[src/rtl/regfile_loader_if.sv]
// Handshake and register-file bus between the byte-stream feeder, the loader
// and the downstream scanner. master = environment side, slave = loader.
interface regfile_loader_if #(
  parameter int AW = 4,
  parameter int DW = 8
);
  logic          start;
  logic          in_valid;
  logic [DW-1:0] in_data;
  logic          in_ready;
  logic          W_en;
  logic [AW-1:0] W_Addr;
  logic [DW-1:0] W_Data;
  logic          go;
  logic          done;
  logic          busy;
  logic          complete;
  logic          timeout_err;
  logic [AW:0]   count;

  modport master (
    output start, in_valid, in_data, done,
    input  in_ready, W_en, W_Addr, W_Data, go, busy, complete, timeout_err, count
  );

  modport slave (
    input  start, in_valid, in_data, done,
    output in_ready, W_en, W_Addr, W_Data, go, busy, complete, timeout_err, count
  );
endinterface

[src/rtl/regfile_loader.sv]
// Loads DEPTH bytes from a valid/ready stream into consecutive register-file
// addresses, kicks the scanner with a one-cycle go, then waits for done with
// an optional timeout. All outputs are registered except in_ready and busy.
module regfile_loader #(
  parameter int DEPTH   = 16,
  parameter int AW      = 4,
  parameter int DW      = 8,
  parameter int TIMEOUT = 1023
) (
  input  logic           Clk,
  input  logic           Rst,
  regfile_loader_if.slave bus
);

  // Timer only needs to reach TIMEOUT-1; TIMEOUT=0 disables the check.
  localparam int          TW       = (TIMEOUT > 1) ? $clog2(TIMEOUT) : 1;
  localparam int          TLAST_I  = (TIMEOUT == 0) ? 0 : TIMEOUT - 1;
  localparam logic [TW-1:0] TLAST  = TW'(TLAST_I);
  localparam logic [AW:0] LAST_CNT = (AW+1)'(DEPTH - 1);

  typedef enum logic [2:0] {
    S_IDLE, S_LOAD, S_FLUSH, S_GO, S_WAIT, S_FIN
  } state_t;

  state_t        state_q, state_d;
  logic [AW:0]   count_q, count_d;
  logic [TW-1:0] timer_q, timer_d;
  logic          wen_q, wen_d;
  logic [AW-1:0] waddr_q, waddr_d;
  logic [DW-1:0] wdata_q, wdata_d;
  logic          go_q, go_d;
  logic          cmpl_q, cmpl_d;
  logic          terr_q, terr_d;
  logic          accept;

  // Next-state and registered-output logic; write/go/complete default low.
  always_comb begin
    state_d = state_q;
    count_d = count_q;
    timer_d = timer_q;
    wen_d   = 1'b0;
    waddr_d = waddr_q;
    wdata_d = wdata_q;
    go_d    = 1'b0;
    cmpl_d  = 1'b0;
    terr_d  = terr_q;
    accept  = (state_q == S_LOAD) && bus.in_valid;
    case (state_q)
      S_IDLE: begin
        if (bus.start) begin
          state_d = S_LOAD;
          count_d = '0;
          terr_d  = 1'b0;
        end
      end
      S_LOAD: begin
        // count < DEPTH here, so its low bits are the write address
        if (accept) begin
          wen_d   = 1'b1;
          waddr_d = count_q[AW-1:0];
          wdata_d = bus.in_data;
          count_d = count_q + (AW+1)'(1);
          if (count_q == LAST_CNT) state_d = S_FLUSH;
        end
      end
      S_FLUSH: begin
        // last write is on the bus this cycle; go follows next cycle
        state_d = S_GO;
        go_d    = 1'b1;
      end
      S_GO: begin
        state_d = S_WAIT;
        timer_d = '0;
      end
      S_WAIT: begin
        if (bus.done) begin
          state_d = S_FIN;
          cmpl_d  = 1'b1;
        end else begin
          timer_d = timer_q + TW'(1);
          if (TIMEOUT != 0 && timer_q == TLAST) begin
            terr_d  = 1'b1;
            state_d = S_IDLE;
          end
        end
      end
      S_FIN:   state_d = S_IDLE;
      default: state_d = S_IDLE;
    endcase
  end

  // State and output registers; async reset aborts any frame in progress.
  always_ff @(posedge Clk or negedge Rst) begin
    if (!Rst) begin
      state_q <= S_IDLE;
      count_q <= '0;
      timer_q <= '0;
      wen_q   <= 1'b0;
      waddr_q <= '0;
      wdata_q <= '0;
      go_q    <= 1'b0;
      cmpl_q  <= 1'b0;
      terr_q  <= 1'b0;
    end else begin
      state_q <= state_d;
      count_q <= count_d;
      timer_q <= timer_d;
      wen_q   <= wen_d;
      waddr_q <= waddr_d;
      wdata_q <= wdata_d;
      go_q    <= go_d;
      cmpl_q  <= cmpl_d;
      terr_q  <= terr_d;
    end
  end

  assign bus.in_ready    = (state_q == S_LOAD);
  assign bus.busy        = (state_q != S_IDLE);
  assign bus.W_en        = wen_q;
  assign bus.W_Addr      = waddr_q;
  assign bus.W_Data      = wdata_q;
  assign bus.go          = go_q;
  assign bus.complete    = cmpl_q;
  assign bus.timeout_err = terr_q;
  assign bus.count       = count_q;

endmodule

[src/flat_wrapper.sv]
// flat-port wrapper written by rule: the top's interface ports become plain ports
module regfile_loader_flat 
#(
  parameter int DEPTH   = 16,
  parameter int AW      = 4,
  parameter int DW      = 8,
  parameter int TIMEOUT = 1023
)
  (Clk, Rst, bus_start, bus_in_valid, bus_in_data, bus_done, bus_in_ready, bus_W_en, bus_W_Addr, bus_W_Data, bus_go, bus_busy, bus_complete, bus_timeout_err, bus_count);
  regfile_loader_if #(.AW(AW), .DW(DW)) bus_i ();
  input  logic Clk;
  input  logic Rst;
  input wire logic [$bits(bus_i.start)-1:0] bus_start;
  input wire logic [$bits(bus_i.in_valid)-1:0] bus_in_valid;
  input wire logic [$bits(bus_i.in_data)-1:0] bus_in_data;
  input wire logic [$bits(bus_i.done)-1:0] bus_done;
  output wire logic [$bits(bus_i.in_ready)-1:0] bus_in_ready;
  output wire logic [$bits(bus_i.W_en)-1:0] bus_W_en;
  output wire logic [$bits(bus_i.W_Addr)-1:0] bus_W_Addr;
  output wire logic [$bits(bus_i.W_Data)-1:0] bus_W_Data;
  output wire logic [$bits(bus_i.go)-1:0] bus_go;
  output wire logic [$bits(bus_i.busy)-1:0] bus_busy;
  output wire logic [$bits(bus_i.complete)-1:0] bus_complete;
  output wire logic [$bits(bus_i.timeout_err)-1:0] bus_timeout_err;
  output wire logic [$bits(bus_i.count)-1:0] bus_count;
  assign bus_i.start = bus_start;
  assign bus_i.in_valid = bus_in_valid;
  assign bus_i.in_data = bus_in_data;
  assign bus_i.done = bus_done;
  assign bus_in_ready = bus_i.in_ready;
  assign bus_W_en = bus_i.W_en;
  assign bus_W_Addr = bus_i.W_Addr;
  assign bus_W_Data = bus_i.W_Data;
  assign bus_go = bus_i.go;
  assign bus_busy = bus_i.busy;
  assign bus_complete = bus_i.complete;
  assign bus_timeout_err = bus_i.timeout_err;
  assign bus_count = bus_i.count;
  regfile_loader #(.DEPTH(DEPTH), .AW(AW), .DW(DW), .TIMEOUT(TIMEOUT)) u_core (.Clk(Clk), .Rst(Rst), .bus(bus_i));
endmodule
[config.mk]
export PLATFORM = sky130hd
export DESIGN_NAME = regfile_loader_flat
export DESIGN_NICKNAME = d
export VERILOG_FILES = /design/src/rtl/regfile_loader_if.sv /design/src/rtl/regfile_loader.sv /design/src/flat_wrapper.sv
export SDC_FILE = /design/constraint.sdc
export NUM_CORES = 1
export LEC_CHECK = 0
export CORE_MARGIN = 2
export CORE_UTILIZATION = 49
export CTS_CLUSTER_DIAMETER = 150
export DETAILED_ROUTE_END_ITERATION = 12
export PLACE_DENSITY = 0.78
export SYNTH_ARGS = -nofsm -noshare
export SYNTH_HDL_FRONTEND = slang
export SYNTH_SLANG_ARGS = --single-unit
[constraint.sdc]
create_clock -name Clk -period 1.9 [get_ports Clk]
set_input_delay 0.475 -clock Clk [delete_from_list [all_inputs] [get_ports Clk]]
set_output_delay 0.475 -clock Clk [all_outputs]
set_load 0.05 [all_outputs]
==> results.yml, run 1 <==
outcome:
  status: "finished, final reports clean"
synth:
  synth_cells: 138
  ys.flop_type: "dfrtp_1"
  ys_types: 41
  yosysWarnings: 0
  yosysSeqAreaShare_pct: 52.80
  syn_area_sq_um: 1612
  syn-num-nets: 155
  synth_edf_count: 0
  ys_async_sr_fraction_pct: 100.0
  ys_ff_latch: 34
  avgSynthCellArea_sq_um: 11.68
layout:
  fill_cells: 245
  num-nets-final: 205
  ff_latch_area_sq_um: 852.1
  multiInputGateArea_sq_um: 714.4
  fin_util_pct: 70.00
  fin_area_sq_um: 2172
  drive_gt1_share_pct: 35.98
  syn2layout_area_growth_pct: 34.78
  n_antenna_cell: 0
sta:
  fin_skew_ns: 0.01424
  hold_viol_final: 0
  slew_headroom_pct: 65.48
  fmax_mhz: 529.0
  max_slew.worst_pin.slew_ns: 0.5047
  rsz0062_at_grt: "yes"
  slew_viol_final: 0
  finalCritPeriodShare_pct: 99.49
  finalSetupViolations: 0
  setup_tns_ns: 0
  min_period_ns: 1.890
route:
  viasPerCell: 5.622
  routed_wirelength_mm: 3.666
  wire_per_inst_microns: 15.73
  drc: 0
  firstDrtPassIters: 4
  drt_iter0_drc: 66
  ant_nets: 0
  via_count: 1310
global_routing:
  grt_max_degree: 35
  overflow: 0
  antenna_found_initial: 0
  grt_pass1_vias: 1253
  grt_pass1_wl_mm: 5.678
  globalRouteTotalUtil_pct: 21.12
clocking:
  cts_sinks: 34
  cts_made_buffers: 5
  clockBufferDepth: 2
  clockRootBuffer: "clkbuf_4"
  cts_tree: "done"
  h-tree-depth: 2
  clkLatencyLatePin_ns: 0.35
  cts.clk_slew.worst_paths_ns: 0.11
setup_path:
  crit_path_start_kind: "register"
  slowest_stage: "dfrtp_1"
  crit_path_max_incr_delay_ns: 0.39
  path_max_fanout: 15
  endpoint_kind: "primary output"
  crit_arrival_ns: 1.42
  cpMostUsedCell: "buf_6"
  required_ns: 1.42
  critical_path.cell_chain: "buf_6 > nor3b_4 > buf_6 > buf_12"
  criticalPathCategory: "register to primary output"
die:
  rows: 20
  start_util_pct: 51.94
  pin_count: 36
  die_x_microns: 61.35
  die_area_sq_um: 3764
  core_area_sq_um: 3103
  die_y_microns: 61.35
placed_design:
  dpl.hpwl_mm: 2.333
  globalplace.congestion: 0.8120
  placed_area_sq_um: 2004
  io_buffers: 35
pwr:
  leakagePower_nw: 0.9706
  peakVddDrop_mv: 1.103
  p_per_area_nw_per_um2: 1516
job:
  maxCapViolations: 0
hold_path:
  hp-class: "register to register"
logic make-up after synthesis:
family | after synthesis | synth area share [%]
mux | 15 | 10.33
fa+ha+maj | 4 | 3.106
compound gates | 30 | 13.04
flops | 34 | 52.80
simple gates | 41 | 16.00
buf+inv | 14 | 4.736
synthesized netlist by cell type (all sizes together), types with 3 or more instances:
cell     n  area, sq um
inv      7        26.28
nand3    8        40.04
nand2    7        26.28
a21oi    7        35.03
nor3     4        20.02
clkbuf   3        11.26
or3      3        18.77
nand4    3        18.77
ha       4        50.05
dfrtp   34        850.8
mux2    13        146.4
buf      4        38.78
o21ai    7        35.03
stage by stage:
| stage | worst slack, ns | instances | hold slack (ns) | total power [mW] |
|---|---|---|---|---|
| finish | 0.009729 | 233 | 0.4943 | 3.292 |
| global route | -0.02937 | 233 | 0.5265 | 3.455 |
| CTS | 0.001617 | 228 | 0.4960 | 3.266 |
| detailed placement | -0.2904 | 218 | 0.4816 | 2.726 |
| global placement | -0.2431 | 218 | 0.4706 | 2.679 |
| floorplan | 0.008943 | 138 | 0.1794 | 2.207 |
worst max-delay path: cells and delay by family, from the launching register on:
family        cells  cell delay [ns]
flops             1             0.39
buf+inv           3             0.43
simple gates      1             0.24
where the power goes:
part	total (mW)	switching [mW]	internal [mW]
combinational	1.72	1.07	0.657
sequential	1.08	0.154	0.922
clock	0.494	0.242	0.253
total	3.29	1.46	1.83
layout by cell type (no fill, tap or decap), types with 2 or more instances in the layout:
master / count
nor2_1: 2
nand4_1: 3
buf_6: 4
clkbuf_4: 5
nand2b_1: 2
nor3_1: 3
nand2_1: 6
a21oi_1: 7
clkdlybuf4s50_1: 12
inv_1: 6
mux2i_1: 2
mux2_2: 13
dfrtp_1: 33
o21ai_0: 7
o31ai_1: 2
ha_1: 4
nand3_1: 8
a22o_1: 2
buf_4: 32
and3b_1: 2
buf_12: 2
or3_1: 3
clkbuf_8: 3
per-layer routing:
metal  global-route usage (%)  wire [microns]  vias to the layer above
met5                        0               0                        -
met4                    10.64              78                        0
met3                    5.672             238                       11
met1                    26.08            1492                      636
li1                         -               -                      617
met2                    34.19            1856                       46
area by class of cell:
| cell class | count | share of cell area (%) |
|---|---|---|
| sequential | 34 | 39.23 |
| tap | 44 | 2.535 |
| inverter | 7 | 1.210 |
| clock buffer | 8 | 3.629 |
| timing repair buffer | 50 | 20.51 |
| multi-input combinational | 90 | 32.89 |
path summary, 6_finish.rpt:
path | startpoint | end | slack (ns) | depth (start not counted)
max reg2reg | u_core.state_q[1]$_DFFE_PN0P_ | u_core.timer_q[9]$_DFFE_PN0P_ | 0.06 | 5
max in group asynchronous | Rst | u_core.state_q[1]$_DFFE_PN0P_ | 1.04 | 2
min reg2reg | u_core.timer_q[9]$_DFFE_PN0P_ | u_core.timer_q[9]$_DFFE_PN0P_ | 0.49 | 1
max | u_core.state_q[0]$_DFFE_PN0P_ | bus_in_ready | 0.01 | 4
min in group asynchronous | Rst | u_core.timer_q[4]$_DFFE_PN0P_ | 0.53 | 2
min | u_core.timer_q[9]$_DFFE_PN0P_ | u_core.timer_q[9]$_DFFE_PN0P_ | 0.49 | 1
flip-flops by register name, indices dropped and copies added, names as in the netlist:
signal,count
u_core.bus.timeout_err,1
u_core.bus.go,1
u_core.timer_q,10
u_core.bus.count,5
u_core.bus.W_Data,8
u_core.bus.W_Addr,4
u_core.bus.complete,1
u_core.state_q,3
u_core.bus.W_en,1
timing repair:
item / in CTS / in global routing
endpoints found under the setup margin: 2 / 4
buffers inserted: 2 / 5
pin swaps: 1 / 1
hold endpoints to repair: 0 / 0
hold buffers: 0 / 0
gates resized for setup: 3 / 4
No activity file was read; power rests on OpenSTA's default activity.
==> run 2, diff against run 1 <==
Settings changed: REMOVE_ABC_BUFFERS set to 1.
Clock period 1.9 ns to 2.1 ns, I/O delays scaled along.
==> run 2 against run 1 <==
Global-route usage fell by 2.1 points; routed wire length fell by 15%; die area did not move; clock power fell by 26%; final cell count fell by 3.0%; register-to-register slack improved by 0.27 ns; critical endpoint is now bus_W_Addr[2]; largest power group unchanged.
==> results.yml, run 2 (same netlist as run 1, synthesis figures left out) <==
outcome:
  status: "finished, final reports clean"
setup_path:
  crit_path_start_kind: "register"
  worstRegToRegCells: 4
  critical_path_depth: 1
  slowest_stage: "clkdlybuf4s50_1"
  crit_arrival_ns: 1.52
  endpoint_kind: "primary output"
  path_max_fanout: 2
  required_ns: 1.57
  crit_path_max_incr_delay_ns: 0.82
  critical_path.cell_chain: "clkdlybuf4s50_1"
  criticalPathCategory: "register to primary output"
  r2r_slack_ns: 0.33
  rr_endpoint: "u_core.timer_q[9]$_DFFE_PN0P_"
  crit_family: "buffers and inverters"
  worst-path-buf-inv: 1
  worstReg2RegStart: "u_core.state_q[2]$_DFFE_PN0P_"
clocking:
  holdBufCountCts: 0
  clkLatencyLatePin_ns: 0.34
  h-tree-depth: 2
  cts_tree: "done"
  cts.clk_slew.worst_paths_ns: 0.11
  clockRootBuffer: "clkbuf_4"
  cts_made_buffers: 5
  clockBufferDepth: 2
  cts_sinks: 34
sta:
  whs_ns: 0.5093
  setup_tns_ns: 0
  max_slew.worst_pin.slew_ns: 0.5121
  slew_headroom_pct: 65.75
  fin_skew_ns: 0.009717
  finalCritPeriodShare_pct: 97.32
  fmax_mhz: 489.3
  finalSetupViolations: 0
  hold_viol_final: 0
  rsz0062_at_grt: "no"
  slew_viol_final: 0
  min_period_ns: 2.044
placed_design:
  dpl.hpwl_mm: 2.330
  io_buffers: 35
  globalplace.congestion: 0.8418
pwr:
  leakagePower_nw: 0.9210
  peakVddDrop_mv: 0.8743
  p_per_area_nw_per_um2: 1338
job:
  maxCapViolations: 0
global_routing:
  overflow: 0
  globalRouteTotalUtil_pct: 19.00
  antenna_found_initial: 0
  grt_pass1_vias: 1198
  grt_max_degree: 35
  grt_pass1_wl_mm: 5.216
route:
  viasPerCell: 5.553
  firstDrtPassIters: 4
  drc: 0
  via_count: 1255
  drt_iter0_drc: 73
  routed_wirelength_mm: 3.105
  ant_nets: 0
  wire_per_inst_microns: 13.74
die:
  core_area_sq_um: 3103
  start_util_pct: 51.94
  die_x_microns: 61.35
  die_y_microns: 61.35
  pin_count: 36
  rows: 20
  die_area_sq_um: 3764
layout:
  final_cell_mix: "34 x dfrtp_1, 26 x clkdlybuf4s50_1, 13 x mux2_2, 11 x buf_4, 8 x nand3_1"
  n_antenna_cell: 0
  ff_latch_area_sq_um: 850.8
  num-nets-final: 198
  drive_gt1_share_pct: 20.88
  final_common_cell: "dfrtp_1"
  syn2layout_area_growth_pct: 30.59
  multiInputGateArea_sq_um: 684.4
  regMostFlops: "u_core.timer_q"
  largest_reg_flops: 10
  fill_cells: 250
hold_path:
  holdPathStages: 1
  hp-class: "register to register"
  holdPathEnd: "u_core.bus.W_Addr[3]$_DFFE_PN0P_"
  min-delay-start: "u_core.bus.W_Addr[3]$_DFFE_PN0P_"
[run 2: cell count changes in the layout (fill, tap and decap cells not counted), moves of 3 or more]
| cell | before | now |
|---|---|---|
| buf_6 | 4 | 0 |
| clkdlybuf4s50_1 | 12 | 26 |
| dlymetal6s2s_1 | 0 | 3 |
| clkbuf_8 | 3 | 0 |
| buf_4 | 32 | 11 |
[run 2: metrics by stage]
| stage | total power [mW] | setup slack, ns | std cells | cell area (sq um) | utilization [%] |
|---|---|---|---|---|---|
| 2_1_floorplan | 1.937 | -0.3535 | 131 | 1562 | - |
| 3_3_place_gp | 2.454 | -0.09914 | 218 | 2039 | 65.73 |
| 3_5_place_dp | 2.488 | -0.1445 | 218 | 2039 | 65.73 |
| 4_1_cts | 2.843 | 0.01811 | 226 | 2097 | 67.58 |
| 5_1_grt | 2.964 | 0.0007948 | 226 | 2105 | 67.82 |
| 6_report | 2.817 | 0.05625 | 226 | 2105 | 67.82 |
[run 2: what timing repair did]
item | CTS | global route
resized for setup | 1 | 3
buffers inserted | 0 | 0
setup endpoints to repair | 1 | 3
hold endpoints to repair | 0 | 0
[run 2: layout make-up]
cell class / count / share of cell area (%)
clock buffer: 5 / 1.784
multi-input combinational: 90 / 32.52
sequential: 34 / 40.43
tap: 44 / 2.616
timing repair buffer: 43 / 20.39
inverter: 7 / 1.249
clock inverter: 3 / 1.011
[run 2: worst max path at each step]
| stage | start | endpoint |
|---|---|---|
| finish | u_core.bus.W_Addr[2]$_DFFE_PN0P_ | bus_W_Addr[2] |
| global route | u_core.bus.W_Data[6]$_DFFE_PN0P_ | bus_W_Data[6] |
| CTS | u_core.bus.count[4]$_DFFE_PN0P_ | bus_count[4] |
| detailed placement | bus_done | u_core.timer_q[9]$_DFFE_PN0P_ |
| global placement | bus_done | u_core.timer_q[9]$_DFFE_PN0P_ |
| floorplan | u_core.state_q[0]$_DFFE_PN0P_ | u_core.bus.W_Data[0]$_DFFE_PN0P_ |
[run 2: report_power, final]
| group | total, mW | leakage (nW) | internal [mW] | switching [mW] |
|---|---|---|---|---|
| Sequential | 0.963 | 0.431 | 0.833 | 0.130 |
| Clock | 0.364 | 0.0312 | 0.130 | 0.234 |
| Combinational | 1.49 | 0.459 | 0.568 | 0.922 |
| Total | 2.82 | 0.921 | 1.53 | 1.29 |
[run 2: routing by layer]
metal  vias to the layer above  routed length, microns  GRT usage [%]
met5                         -                       0              0
met4                         0                      37          6.687
met3                         5                     175          6.513
met2                        36                    1552          32.07
met1                       614                    1339          22.67
li1                        600                       -              -
==> run 3, diff against run 2 <==
Settings changed: CORE_MARGIN 2 to not set.
==> run 3 against run 2 <==
Hold slack worse by 0.013 ns; flip-flop and latch count unchanged; combinational power is essentially flat; routed wire length grew 8.0%; final cell count increased by 0.44%; sequential power rose by 0.4%; utilization grew 1.1 points; fmax is 0.35% higher; die area fell by 6.4%; critical path type unchanged; largest cell class unchanged; largest power group unchanged; highest routed layer unchanged.
==> results.yml, run 3 (same netlist as run 1, synthesis figures left out) <==
layout:
  drive_gt1_share_pct: 21.31
  regMostFlops: "u_core.timer_q"
  largest_reg_flops: 10
  n_antenna_cell: 0
  instances_no_fill: 227
  final_cell_mix: "34 x dfrtp_1, 25 x clkdlybuf4s50_1, 13 x mux2_2, 13 x buf_4, 8 x nand3_1"
  fin_util_pct: 68.90
  num-nets-final: 199
  fill_cells: 245
  syn2layout_area_growth_pct: 31.60
  final_common_cell: "dfrtp_1"
placed_design:
  io_buffers: 35
  dp_cells: 219
  globalplace.congestion: 0.8214
  place_ws_ns: -0.2397
  dpl.hpwl_mm: 2.468
pwr:
  totalPowerFinal_mw: 2.935
  peakVddDrop_mv: 0.9856
  p_per_area_nw_per_um2: 1384
  leakagePower_nw: 0.9351
setup_path:
  criticalPathCategory: "register to primary output"
  crit_path_start_kind: "register"
  critical_path.cell_chain: "clkdlybuf4s50_1"
  worst-path-buf-inv: 1
  crit_arrival_ns: 1.51
  endpoint_kind: "primary output"
  path_max_fanout: 2
  required_ns: 1.57
  slowest_stage: "clkdlybuf4s50_1"
  crit_path_max_incr_delay_ns: 0.81
  crit_family: "buffers and inverters"
global_routing:
  grt_pass1_wl_mm: 5.609
  globalRouteTotalUtil_pct: 22.26
  overflow: 0
  antenna_found_initial: 0
  grt_pass1_vias: 1244
  grt_max_degree: 35
route:
  firstDrtPassIters: 4
  routed_wirelength_mm: 3.354
  drc: 0
  drt_iter0_drc: 60
  wire_per_inst_microns: 14.78
  via_count: 1261
  ant_nets: 0
  viasPerCell: 5.555
sta:
  rsz0062_at_grt: "no"
  finalCritPeriodShare_pct: 96.98
  slew_viol_final: 0
  max_slew.worst_pin.slew_ns: 0.5230
  whs_ns: 0.4962
  finalSetupViolations: 0
  min_period_ns: 2.037
  fin_skew_ns: 0.003077
  setup_ws_ns: 0.06343
  slew_headroom_pct: 65.08
  hold_viol_final: 0
  fmax_mhz: 491.0
clocking:
  cts_sinks: 34
  clockRootBuffer: "clkbuf_4"
  holdBufCountCts: 0
  cts.clk_slew.worst_paths_ns: 0.10
  clkLatencyLatePin_ns: 0.34
  cts_made_buffers: 5
  cts_tree: "done"
  clockBufferDepth: 2
  h-tree-depth: 2
die:
  die_x_microns: 59.35
  core_area_sq_um: 3078
  start_util_pct: 52.36
  rows: 20
  pin_count: 36
  die_y_microns: 59.35
  die_area_sq_um: 3522
job:
  maxCapViolations: 0
outcome:
  status: "finished, final reports clean"
hold_path:
  hp-class: "register to register"
==> run 3: what timing repair did <==
| action | in CTS | in global routing |
|---|---|---|
| buffers inserted | 0 | 0 |
| setup endpoints to repair | 1 | 4 |
| gates resized for setup | 1 | 4 |
==> run 3: metal layers <==
| layer | up-vias | part of all wire, % | track usage [%] |
|---|---|---|---|
| met3 | 8 | 5.2 | 7.205 |
| met5 | - | 0 | 0 |
| met1 | 619 | 42 | 27.43 |
| met2 | 34 | 52 | 36.28 |
| li1 | 600 | - | - |
| met4 | 0 | 1.5 | 8.503 |
==> run 3: final cells by class <==
| cell class | count | area [sq um] | share of cell area, % |
|---|---|---|---|
| repair buffers | 44 | 426.7 | 20.12 |
| clock buffers | 5 | 37.54 | 1.770 |
| well taps | 44 | 55.05 | 2.596 |
| inverters | 7 | 26.28 | 1.239 |
| clock inverters | 3 | 40.04 | 1.888 |
| flip-flops and latches | 34 | 850.8 | 40.12 |
| multi-input cells | 90 | 684.4 | 32.27 |
==> run 3: path summary, 6_finish.rpt <==
| kind | start | to | slack (ns) | depth (start not counted) |
|---|---|---|---|---|
| setup / recovery | u_core.bus.W_Data[1]$_DFFE_PN0P_ | bus_W_Data[1] | 0.06 | 1 |
| hold / removal | u_core.timer_q[9]$_DFFE_PN0P_ | u_core.timer_q[9]$_DFFE_PN0P_ | 0.50 | 1 |
| setup reg to reg | u_core.state_q[2]$_DFFE_PN0P_ | u_core.timer_q[9]$_DFFE_PN0P_ | 0.30 | 4 |
| hold reg to reg | u_core.timer_q[9]$_DFFE_PN0P_ | u_core.timer_q[9]$_DFFE_PN0P_ | 0.50 | 1 |
| max in group asynchronous | Rst | u_core.timer_q[1]$_DFFE_PN0P_ | 1.21 | 2 |
| min in group asynchronous | Rst | u_core.bus.go$_DFF_PN0_ | 0.58 | 2 |
==> run 3: metrics by stage <==
step	instance area [sq um]	TNS, ns
5_1_grt	2121	0
2_1_floorplan	1562	-3.131
4_1_cts	2111	0
3_3_place_gp	2034	-0.7556
3_5_place_dp	2034	-1.134
6_report	2121	0
==> run 3: power breakdown <==
group	total (mW)	internal [mW]	leakage, nW	switching [mW]
registers	0.967	0.833	0.431	0.134
clock network	0.470	0.246	0.0450	0.224
logic	1.50	0.566	0.459	0.932
